File: src/rtl/mant_normalizer.sv
// mant_normalizer: multi-cycle left-shift normalizer for 8-bit mantissa/exponent
// pairs. Shifts one bit per cycle until bit 7 is set, decrementing the exponent,
// and stops early on a zero mantissa or when the exponent reaches 0.
module mant_normalizer (
  input  logic       Clk,
  input  logic       Reset,
  input  logic       Start,
  input  logic [7:0] MantIn,
  input  logic [7:0] ExpIn,
  output logic       Done,
  output logic [7:0] MantOut,
  output logic [7:0] ExpOut,
  output logic [2:0] ShiftCnt,
  output logic       Zero,
  output logic       Underflow
);

  typedef enum logic [1:0] {
    ST_IDLE  = 2'd0,
    ST_SHIFT = 2'd1,
    ST_DONE  = 2'd2
  } state_t;

  state_t     state_q, state_d;
  logic       start_q, start_d;
  logic [7:0] mant_q,  mant_d;
  logic [7:0] exp_q,   exp_d;
  logic [2:0] cnt_q,   cnt_d;
  logic       zero_q,  zero_d;
  logic       uf_q,    uf_d;
  logic       launch;

  always_comb begin
    launch  = Start & ~start_q;
    start_d = Start;
    state_d = state_q;
    mant_d  = mant_q;
    exp_d   = exp_q;
    cnt_d   = cnt_q;
    zero_d  = zero_q;
    uf_d    = uf_q;

    case (state_q)
      // A launch is accepted from IDLE and from DONE; results otherwise hold.
      ST_IDLE, ST_DONE: begin
        if (launch) begin
          mant_d  = MantIn;
          exp_d   = ExpIn;
          cnt_d   = '0;
          zero_d  = 1'b0;
          uf_d    = 1'b0;
          state_d = ST_SHIFT;
        end
      end

      // Termination checks in priority order; otherwise one shift step.
      ST_SHIFT: begin
        if (mant_q == '0) begin
          zero_d  = 1'b1;
          exp_d   = '0;
          state_d = ST_DONE;
        end else if (mant_q[7]) begin
          state_d = ST_DONE;
        end else if (exp_q == '0) begin
          uf_d    = 1'b1;
          state_d = ST_DONE;
        end else begin
          mant_d = {mant_q[6:0], 1'b0};
          exp_d  = exp_q - 8'd1;
          cnt_d  = cnt_q + 3'd1;
        end
      end

      default: state_d = ST_IDLE;
    endcase
  end

  always_ff @(posedge Clk) begin
    if (Reset) begin
      state_q <= ST_IDLE;
      start_q <= 1'b0;
      mant_q  <= '0;
      exp_q   <= '0;
      cnt_q   <= '0;
      zero_q  <= 1'b0;
      uf_q    <= 1'b0;
    end else begin
      state_q <= state_d;
      start_q <= start_d;
      mant_q  <= mant_d;
      exp_q   <= exp_d;
      cnt_q   <= cnt_d;
      zero_q  <= zero_d;
      uf_q    <= uf_d;
    end
  end

  assign Done      = (state_q == ST_DONE);
  assign MantOut   = mant_q;
  assign ExpOut    = exp_q;
  assign ShiftCnt  = cnt_q;
  assign Zero      = zero_q;
  assign Underflow = uf_q;

endmodule

File: config.mk
export PLATFORM = sky130hd
export DESIGN_NAME = mant_normalizer
export DESIGN_NICKNAME = d
export VERILOG_FILES = /design/src/rtl/mant_normalizer.sv
export SDC_FILE = /design/constraint.sdc
export NUM_CORES = 1
export LEC_CHECK = 0
export ABC_AREA = 1
export ABC_CLOCK_PERIOD_IN_PS = 1400
export CAP_MARGIN = 20
export CORE_MARGIN = 3
export CORE_UTILIZATION = 35
export CTS_CLUSTER_SIZE = 40
export DETAILED_ROUTE_END_ITERATION = 10
export GPL_TIMING_DRIVEN = 0
export SYNTH_ARGS = -nofsm -noshare
export SYNTH_HDL_FRONTEND = slang
export SYNTH_SLANG_ARGS = --single-unit
File: constraint.sdc
create_clock -name Clk -period 1.4 [get_ports Clk]
set_input_delay 0.21 -clock Clk [delete_from_list [all_inputs] [get_ports Clk]]
set_output_delay 0.21 -clock Clk [all_outputs]
set_load 0.02 [all_outputs]
### Yosys cells after proc, flatten, opt, wreduce, memory -nomap -nowiden

Index checks and enable logic that the tools add are counted.
Widths: inputs -> output; s select.

* register bits after elaboration: 24

* add/sub/neg operators: 2
* equal/unequal tests: 11
* multiplexer cells: 27
* bitwise operators: 2
* reductions and logical operators: 11

Operators with widths (count)
* $mux 8: 8
* $pmux 8 s2: 2
* $logic_not 8->1: 2
* $mux 3: 4
* $ne 2x2->1 const B: 6
* $reduce_and 5->1: 2
* $mux 2: 4
* $sub 8x1->8 const B: 1
* $ne 3x3->1 const B: 2
* $pmux 3 s2: 1
* $reduce_and 3->1: 2
* $mux 1: 5
* $ne 4x4->1 const B: 1
* $pmux 1 s2: 2
* $pmux 2 s2: 1
* $reduce_and 4->1: 1
* $add 3x1->3 const B: 1
* $eq 2x1->1 const B: 1
* $eq 2x2->1 const B: 1
* $logic_not 2->1: 1
* $reduce_and 2->1: 1
* $reduce_bool 2->1: 1
* $reduce_or 2->1: 1
* $and 1x1->1: 1
* $not 1->1: 1

### Depth between registers and ports, before layout

Gate-level depths: netlist of the first run.

* depth in word-level cells: 5
* gate-level depth with buffers: 11

### Least setup slack after synthesis of the first run

No wires, ideal clock.

* path kind: register -> register
* from: register exp_q[0] (netlist: ExpOut[0])
* to: register mant_q[1] (netlist: MantOut[1])
* library setup time: 0.113 ns
* arrival: 1.394 ns
* slack: -0.106 ns
* cell stages (with the launch flop): 11
* path buffers: 0
* clock period less this slack: 1.506 ns
* path through: dfxtp_1 > inv_1 > ha_1 > nand2_1 > nor2_1 > nor2_1 > nand2_1 > nand2_1 > inv_2 > nor2_1 > nor2_1

* word-level cells in the longest chain between the ends: 3

Ends and longest elaborated chain
* from (decl): line 27 `logic [7:0] exp_q, exp_d;`
* from (signal assigned): line 91 `exp_q <= exp_d;`
* $logic_not 8->1: line 64 `end else if (exp_q == '0) begin`
* $ne 2x2->1 (no line)
* $reduce_and 5->1 (no line)
* to (signal assigned): line 90 `mant_q <= mant_d;`
* to (decl): line 26 `logic [7:0] mant_q, mant_d;`

Every way passes these cells.
A chain may end at the register's enable or synchronous reset.

### Worst setup path after layout of the first run

* from: register exp_q[4] (netlist: ExpOut[4])
* to: register mant_q[6] (netlist: MantOut[6])

Same word-level chain as after synthesis.

==> out/metrics.csv, run 1 <==
metric,value,unit
"FFs w/ async S/R, synth",0,
Slew Limit Fails,0,
Post-Syn Area per Cell,6.11,um^2
Cell Rows,22,
Critical Path End,MantOut[6]$_SDFFE_PP0P_,
Psw,1130,uW
"top cells by area, synth","dfxtp_1 (34%), nand2_1 (20%), nor2_1 (14%), o21ai_0 (6.1%), inv_1 (4.6%)",
R2R setup slack,-0.002,ns
R2R depth,9,
Die Y,69.2,um
Post-Layout Inst Area,2340,um^2
Tmin final,1.40,ns
first-pass GRT wire length,6.55,mm
internal power,1780,uW
remaining antenna violation count,0,
critical path class,register to register,
# port buffers,40,
Netlist cell types,20,
worst slew pin tran,0.287,ns
Layout Skew,0.00831,ns
"area leader, netlist",dfxtp_1,
DIE AREA,4790,um^2
I/O pin cnt,41,
sw frac,0.388,
drt wl/cell,12.1,um
reg2reg end,MantOut[6]$_SDFFE_PP0P_,
Post-Syn Instances,229,
core area,3770,um^2
vias per cell,4.79,
top-count cell post-synth,nand2_1,
final non-filler cell total,337,
clk sinks,24,
HP Class,register to register,
Clock Path Buffers,2,
critical path launch point type,register,
Syn Nets,251,
"Worst Setup Slack, final",-0.00235,ns
final wirelength,4.09,mm
GR Util met3,0.0377,
vias in the first global route,1434,
Post-synth EDFFs,0,
Pwr Density,1240,nW/um^2
H-tree Lvls,1,
Layout area overhead,67.1,%
RSZ-0062 raised after global routing,true,
violated checks,setup timing,
share of layout cells above drive strength 1,0.315,
DRC errors left,0,
Slew Limit Headroom,0.809,
combinational power share,0.475,
CP Data Required Time,1.57,ns
gr usage total,0.164,
Hold Startpoint,Underflow$_SDFFE_PP0P_,
clock latency on the worst-skew pair,0.27,ns
"Seq/Total Area, Yosys",0.343,
FF-to-FF Start,ExpOut[4]$_SDFFE_PP0P_,
GR peak layer,met2,
cts bufs inserted,3,
max cap viols,0,
clock transition at the registers of the reported paths,0.09,ns
CP endpoint kind,register,
root buffer cell,clkbuf_8,
Final Hold Violating Endpoints,0,
Max Clock Freq,713,MHz
die extent in x,69.2,um
Area after DPL,1870,um^2
Critical Path Source,ExpOut[4]$_SDFFE_PP0P_,
register bit total from synthesis,24,
Final nets,312,
synthesized area,1400,um^2
initial cell density of the core,0.371,
YS warnings,0,
power share of the clock group,0.213,
DP HPWL,2.71,mm
Final Setup Violations,1,
Sequential Power Share,0.312,
1st-iter DRT viols,63,
run status,"finished, violations left",
FILL cells,356,
Pleak,0.00111,uW
Cell Count Post-Placement,317,
drt first pass iters,4,
crit path DAT,1.57,ns
Synth Flop Type,dfxtp_1,
pin count of the biggest net entering global routing,15,
Synth top area share,0.343,
commonest cells in the netlist,"nand2_1 (75), nor2_1 (54), dfxtp_1 (24), inv_1 (17), o21ai_0 (17)",
n_diodes,0,
grt ovf,0,
fin crit share,1.00,
VDD IR-drop max,0.770,mV
GPL Wtd Cong,0.784,
routed vias,1614,
GR Layer Usage met1,0.232,
CTS tree,built,
met2 Use GR,0.260,
Hold Crit Depth,2,
initial antenna violation count,0,
CP max FO,5,
[repair_timing]
| item | 4_1_cts | 5_1_grt |
|---|---|---|
| hold buffers | 0 | 0 |
| setup buffers | 6 | 8 |
| pin swaps | 5 | 24 |
| cloned | 2 | 0 |
| endpoints found under the setup margin | 45 | 23 |
| gates resized for setup | 58 | 58 |
[worst max-delay path, stage by stage, from the launching register on]
cell and delay (ns):
dfxtp_4 0.38, nor2_4 0.15, nand2_4 0.08, nor2_4 0.16, nor2_4 0.07, nand2_4 0.10
buf_6 0.13, nand3_1 0.07, nand2_1 0.09, nor2_1 0.05
[power by group through the flow]
stage	sequential [uW]	combinational (uW)	clock (uW)
2_1_floorplan	973	559	0
3_3_place_gp	890	998	0
3_5_place_dp	890	1000	0
4_1_cts	881	1120	630
5_1_grt	925	1510	653
6_report	907	1380	621
[area by class of cell]
type	instances	area (um^2)	area share
Buffer	6	55.1	0.0235
Clock buffer	3	41.3	0.0176
Clock inverter	1	30.0	0.0128
Inverter	20	77.6	0.0332
Multi-Input combinational cell	179	1030	0.442
Sequential cell	24	509	0.218
Tap cell	48	60.1	0.0257
Timing Repair Buffer	56	533	0.228
[cell usage in the layout, fill, tap and decap left out, types with 2 or more instances in the layout]
cell / netlist / layout
buf_8: 0 / 2
inv_1: 17 / 14
dfxtp_2: 0 / 11
nand3b_1: 7 / 7
dfxtp_1: 24 / 9
xnor2_1: 2 / 2
clkbuf_2: 0 / 3
clkdlybuf4s50_1: 0 / 18
buf_6: 3 / 5
nor2_4: 1 / 15
nand2_4: 0 / 6
nand2_1: 75 / 60
nand2_2: 1 / 10
buf_12: 0 / 2
inv_2: 3 / 5
a21oi_1: 6 / 5
o21ai_4: 0 / 2
nor2_1: 54 / 35
buf_4: 0 / 10
nand3_1: 9 / 9
dlygate4sd2_1: 0 / 21
nor2_2: 1 / 6
clkbuf_8: 0 / 3
o21ai_0: 17 / 14
dfxtp_4: 0 / 4
[stage by stage]
stage	hold WS, ns	power (uW)	util	TNS, ns	worst slack (ns)
final	0.481	2910	0.620	-0.00235	-0.00235
after floorplan	0.272	1530	-	0	0.00344
after global placement	0.453	1890	0.497	-6.55	-0.353
after detailed placement	0.481	1890	0.497	-6.40	-0.349
after global routing	0.514	3090	0.620	-0.612	-0.0634
after CTS	0.479	2630	0.551	0	0.00388
[state kept, by name (all words and copies together) (netlist names)]
name and flops:
ShiftCnt 3, MantOut 8, Underflow 1, ExpOut 8, start_q 1, state_q 2
Zero 1
[layer usage]
layer / routed length [um] / share of wire
met1: 2050 / 0.50
met3: 143 / 0.035
met2: 1860 / 0.46
met5: 0 / 0
met4: 32 / 0.0078
[how the worst min path moves through the flow]
| stage | end | slack, ns |
|---|---|---|
| after floorplan | MantOut[0]$_SDFFE_PP0P_ | 0.27 |
| after global placement | Underflow$_SDFFE_PP0P_ | 0.45 |
| after detailed placement | Underflow$_SDFFE_PP0P_ | 0.48 |
| after CTS | start_q$_SDFF_PP0_ | 0.48 |
| after global routing | MantOut[0]$_SDFFE_PP0P_ | 0.51 |
| final | Underflow$_SDFFE_PP0P_ | 0.48 |
[kinds of logic (layout without fill, tap and decap cells)]
| kind of cell | after synthesis | after routing | synth area share |
|---|---|---|---|
| adder cells (fa/ha/maj) | 3 | 3 | 0.0268 |
| flip-flops | 24 | 24 | 0.343 |
| XOR/XNOR | 3 | 3 | 0.0188 |
| AND/OR/NAND/NOR | 149 | 149 | 0.437 |
| buffers and inverters | 26 | 86 | 0.0858 |
| AO/OA/AOI/OAI | 24 | 24 | 0.0885 |
(Power assumes the default switching activity.)
==> run 2, diff against run 1 <==
--- a/config.mk
+++ b/config.mk
@@ -8,7 +8,7 @@
 export ABC_AREA = 1
 export ABC_CLOCK_PERIOD_IN_PS = 1400
 export CAP_MARGIN = 20
-export CORE_MARGIN = 3
+export CORE_MARGIN = 2
 export CORE_UTILIZATION = 35
 export CTS_CLUSTER_SIZE = 40
 export DETAILED_ROUTE_END_ITERATION = 10
==> run 2 against run 1 <==
The run now ends clean; sequential cell count unchanged; clock power increased by 3%; core utilization decreased by 1.2 points; fmax increased by 1.2%; die area decreased by 5.7%; non-clock buffer count increased by 2; register-to-register slack improved by 0.02 ns; largest power group unchanged; sequential power decreased by 0.8%; clock skew increased by 0.0046 ns.
==> out/metrics.csv, run 2 (same netlist as run 1, synthesis figures left out) <==
metric,value,unit,change
GPL Wtd Cong,0.759,,-3.1%
critical path launch point type,register,,
CP endpoint kind,register,,
final wirelength,4.22,mm,+3.2%
total power,2850,uW,-2.1%
vias per cell,4.64,,-3.2%
clock transition at the registers of the reported paths,0.10,ns,about the same
cts bufs inserted,3,,unchanged
root buffer cell,clkbuf_8,,
DP HPWL,2.64,mm,-2.5%
vias in the first global route,1382,,-3.6%
Layout area overhead,62.6,%,
Slew Limit Fails,0,,unchanged
share of layout cells above drive strength 1,0.292,,-0.0228
Pwr Density,1250,nW/um^2,+0.58%
Final nets,314,,+0.64%
cell breakdown of the critical path,"inv_2, nor2_4, inv_2, buf_12, nor2_4, a21oi_4, nand2_4, buf_6, nand2_2, nand2_1, nor2_1",,
first-pass GRT wire length,6.20,mm,-5.3%
drt first pass iters,4,,unchanged
I/O pin cnt,41,,unchanged
"commonest non-fill, non-tap cell in the layout",nand2_1,,
routed vias,1572,,-2.6%
grt ovf,0,,unchanged
HP Class,register to register,,
run status,finished clean,,
Cell Rows,22,,unchanged
CP Data Required Time,1.57,ns,about the same
Final Hold Violating Endpoints,0,,unchanged
critical path's largest stage delay,0.36,ns,-0.02 ns
Tmin final,1.39,ns,-0.0169 ns
CTS tree,built,,
initial cell density of the core,0.374,,+0.00273
clock latency on the worst-skew pair,0.28,ns,about the same
"commonest cells after routing, fill and taps aside","nand2_1 (65), nor2_1 (38), dlygate4sd2_1 (21)",,
Die Y,67.2,um,-2.9%
Clock Path Buffers,2,,unchanged
initial antenna violation count,0,,unchanged
drt wl/cell,12.5,um,+2.6%
crit path DAT,1.56,ns,about the same
RSZ-0062 raised after global routing,true,,
Cell Count Post-Placement,317,,unchanged
FILL cells,363,,+2.0%
n_diodes,0,,unchanged
Post-CTS Hold Buffers,0,,unchanged
die extent in x,67.2,um,-2.9%
# port buffers,40,,unchanged
Layout Skew,0.0129,ns,+0.00464 ns
Pleak,0.00110,uW,-0.99%
CP max FO,7,,+2
core area,3740,um^2,-0.73%
critical path class,register to register,,
Area after DPL,1870,um^2,unchanged
crit path max-delay cell type,dfxtp_2,,
1st-iter DRT viols,86,,+37%
pin count of the biggest net entering global routing,15,,unchanged
Max Clock Freq,722,MHz,+1.2%
VDD IR-drop max,0.612,mV,-21%
DRC errors left,0,,unchanged
Post-Layout Inst Area,2280,um^2,-2.7%
DIE AREA,4520,um^2,-5.7%
fin crit share,0.990,,-0.0120
clk sinks,24,,unchanged
remaining antenna violation count,0,,unchanged
H-tree Lvls,1,,unchanged
final non-filler cell total,339,,+0.59%
gr usage total,0.184,,+0.0198
Slew Limit Headroom,0.833,,+0.0240
Final Setup Violations,0,,-1
worst slew pin tran,0.250,ns,-0.0363 ns
max cap viols,0,,unchanged
## run 2: routing by layer
layer  share of wire  wire, um  GRT usage  vias to the layer above
met5               0         0          0                        -
met4           0.018        76     0.0689                        0
met3           0.056       238     0.0367                        7
met2            0.45      1880      0.297                       44
met1            0.48      2030      0.242                      685
li1                -         -          -                      836
## run 2: layout make-up
cell class / count / area, um^2 / area share
clock buffers: 3 / 41.3 / 0.0181
repair buffers: 58 / 520 / 0.229
plain buffers: 6 / 60.1 / 0.0264
well taps: 48 / 60.1 / 0.0264
flip-flops and latches: 24 / 502 / 0.220
inverters: 20 / 83.8 / 0.0368
multi-input cells: 179 / 980 / 0.430
clock inverters: 1 / 30.0 / 0.0132
## run 2: critical path, delay by kind of cell, from the launching register on
kind / cells / cell delay, ns
flops: 1 / 0.36
buf+inv: 4 / 0.40
compound gates: 1 / 0.05
simple gates: 6 / 0.45
## run 2: path summary, 6_finish.rpt
check | cells past startpoint | slack (ns) | startpoint | end
worst max-delay path | 11 | 0.01 | state_q[0]$_SDFFE_PP0P_ | ExpOut[3]$_SDFFE_PP0P_
worst min-delay path | 2 | 0.47 | Underflow$_SDFFE_PP0P_ | Underflow$_SDFFE_PP0P_
worst max register to register | 11 | 0.01 | state_q[0]$_SDFFE_PP0P_ | ExpOut[3]$_SDFFE_PP0P_
worst min register to register | 2 | 0.47 | Underflow$_SDFFE_PP0P_ | Underflow$_SDFFE_PP0P_
## run 2: timing repair
item / 4_1_cts / 5_1_grt
resized for setup: 51 / 50
pin swaps: 6 / 14
cloned: 1 / 1
setup buffers: 5 / 11
endpoints found under the setup margin: 45 / 23
## run 2: power by group
| part | switching [uW] | total, uW | internal (uW) |
|---|---|---|---|
| combinational | 747 | 1310 | 564 |
| sequential | 111 | 900 | 789 |
| clock | 254 | 637 | 383 |
## run 2: through the flow
step           utilization  setup TNS (ns)  setup slack, ns  hold WS, ns
2_1_floorplan            -               0          0.00344        0.272
3_3_place_gp         0.500           -6.72           -0.347        0.452
3_5_place_dp         0.500           -6.46           -0.338        0.453
4_1_cts              0.541               0          0.00749        0.466
5_1_grt              0.608          -0.831           -0.101        0.472
6_report             0.608               0           0.0145        0.469
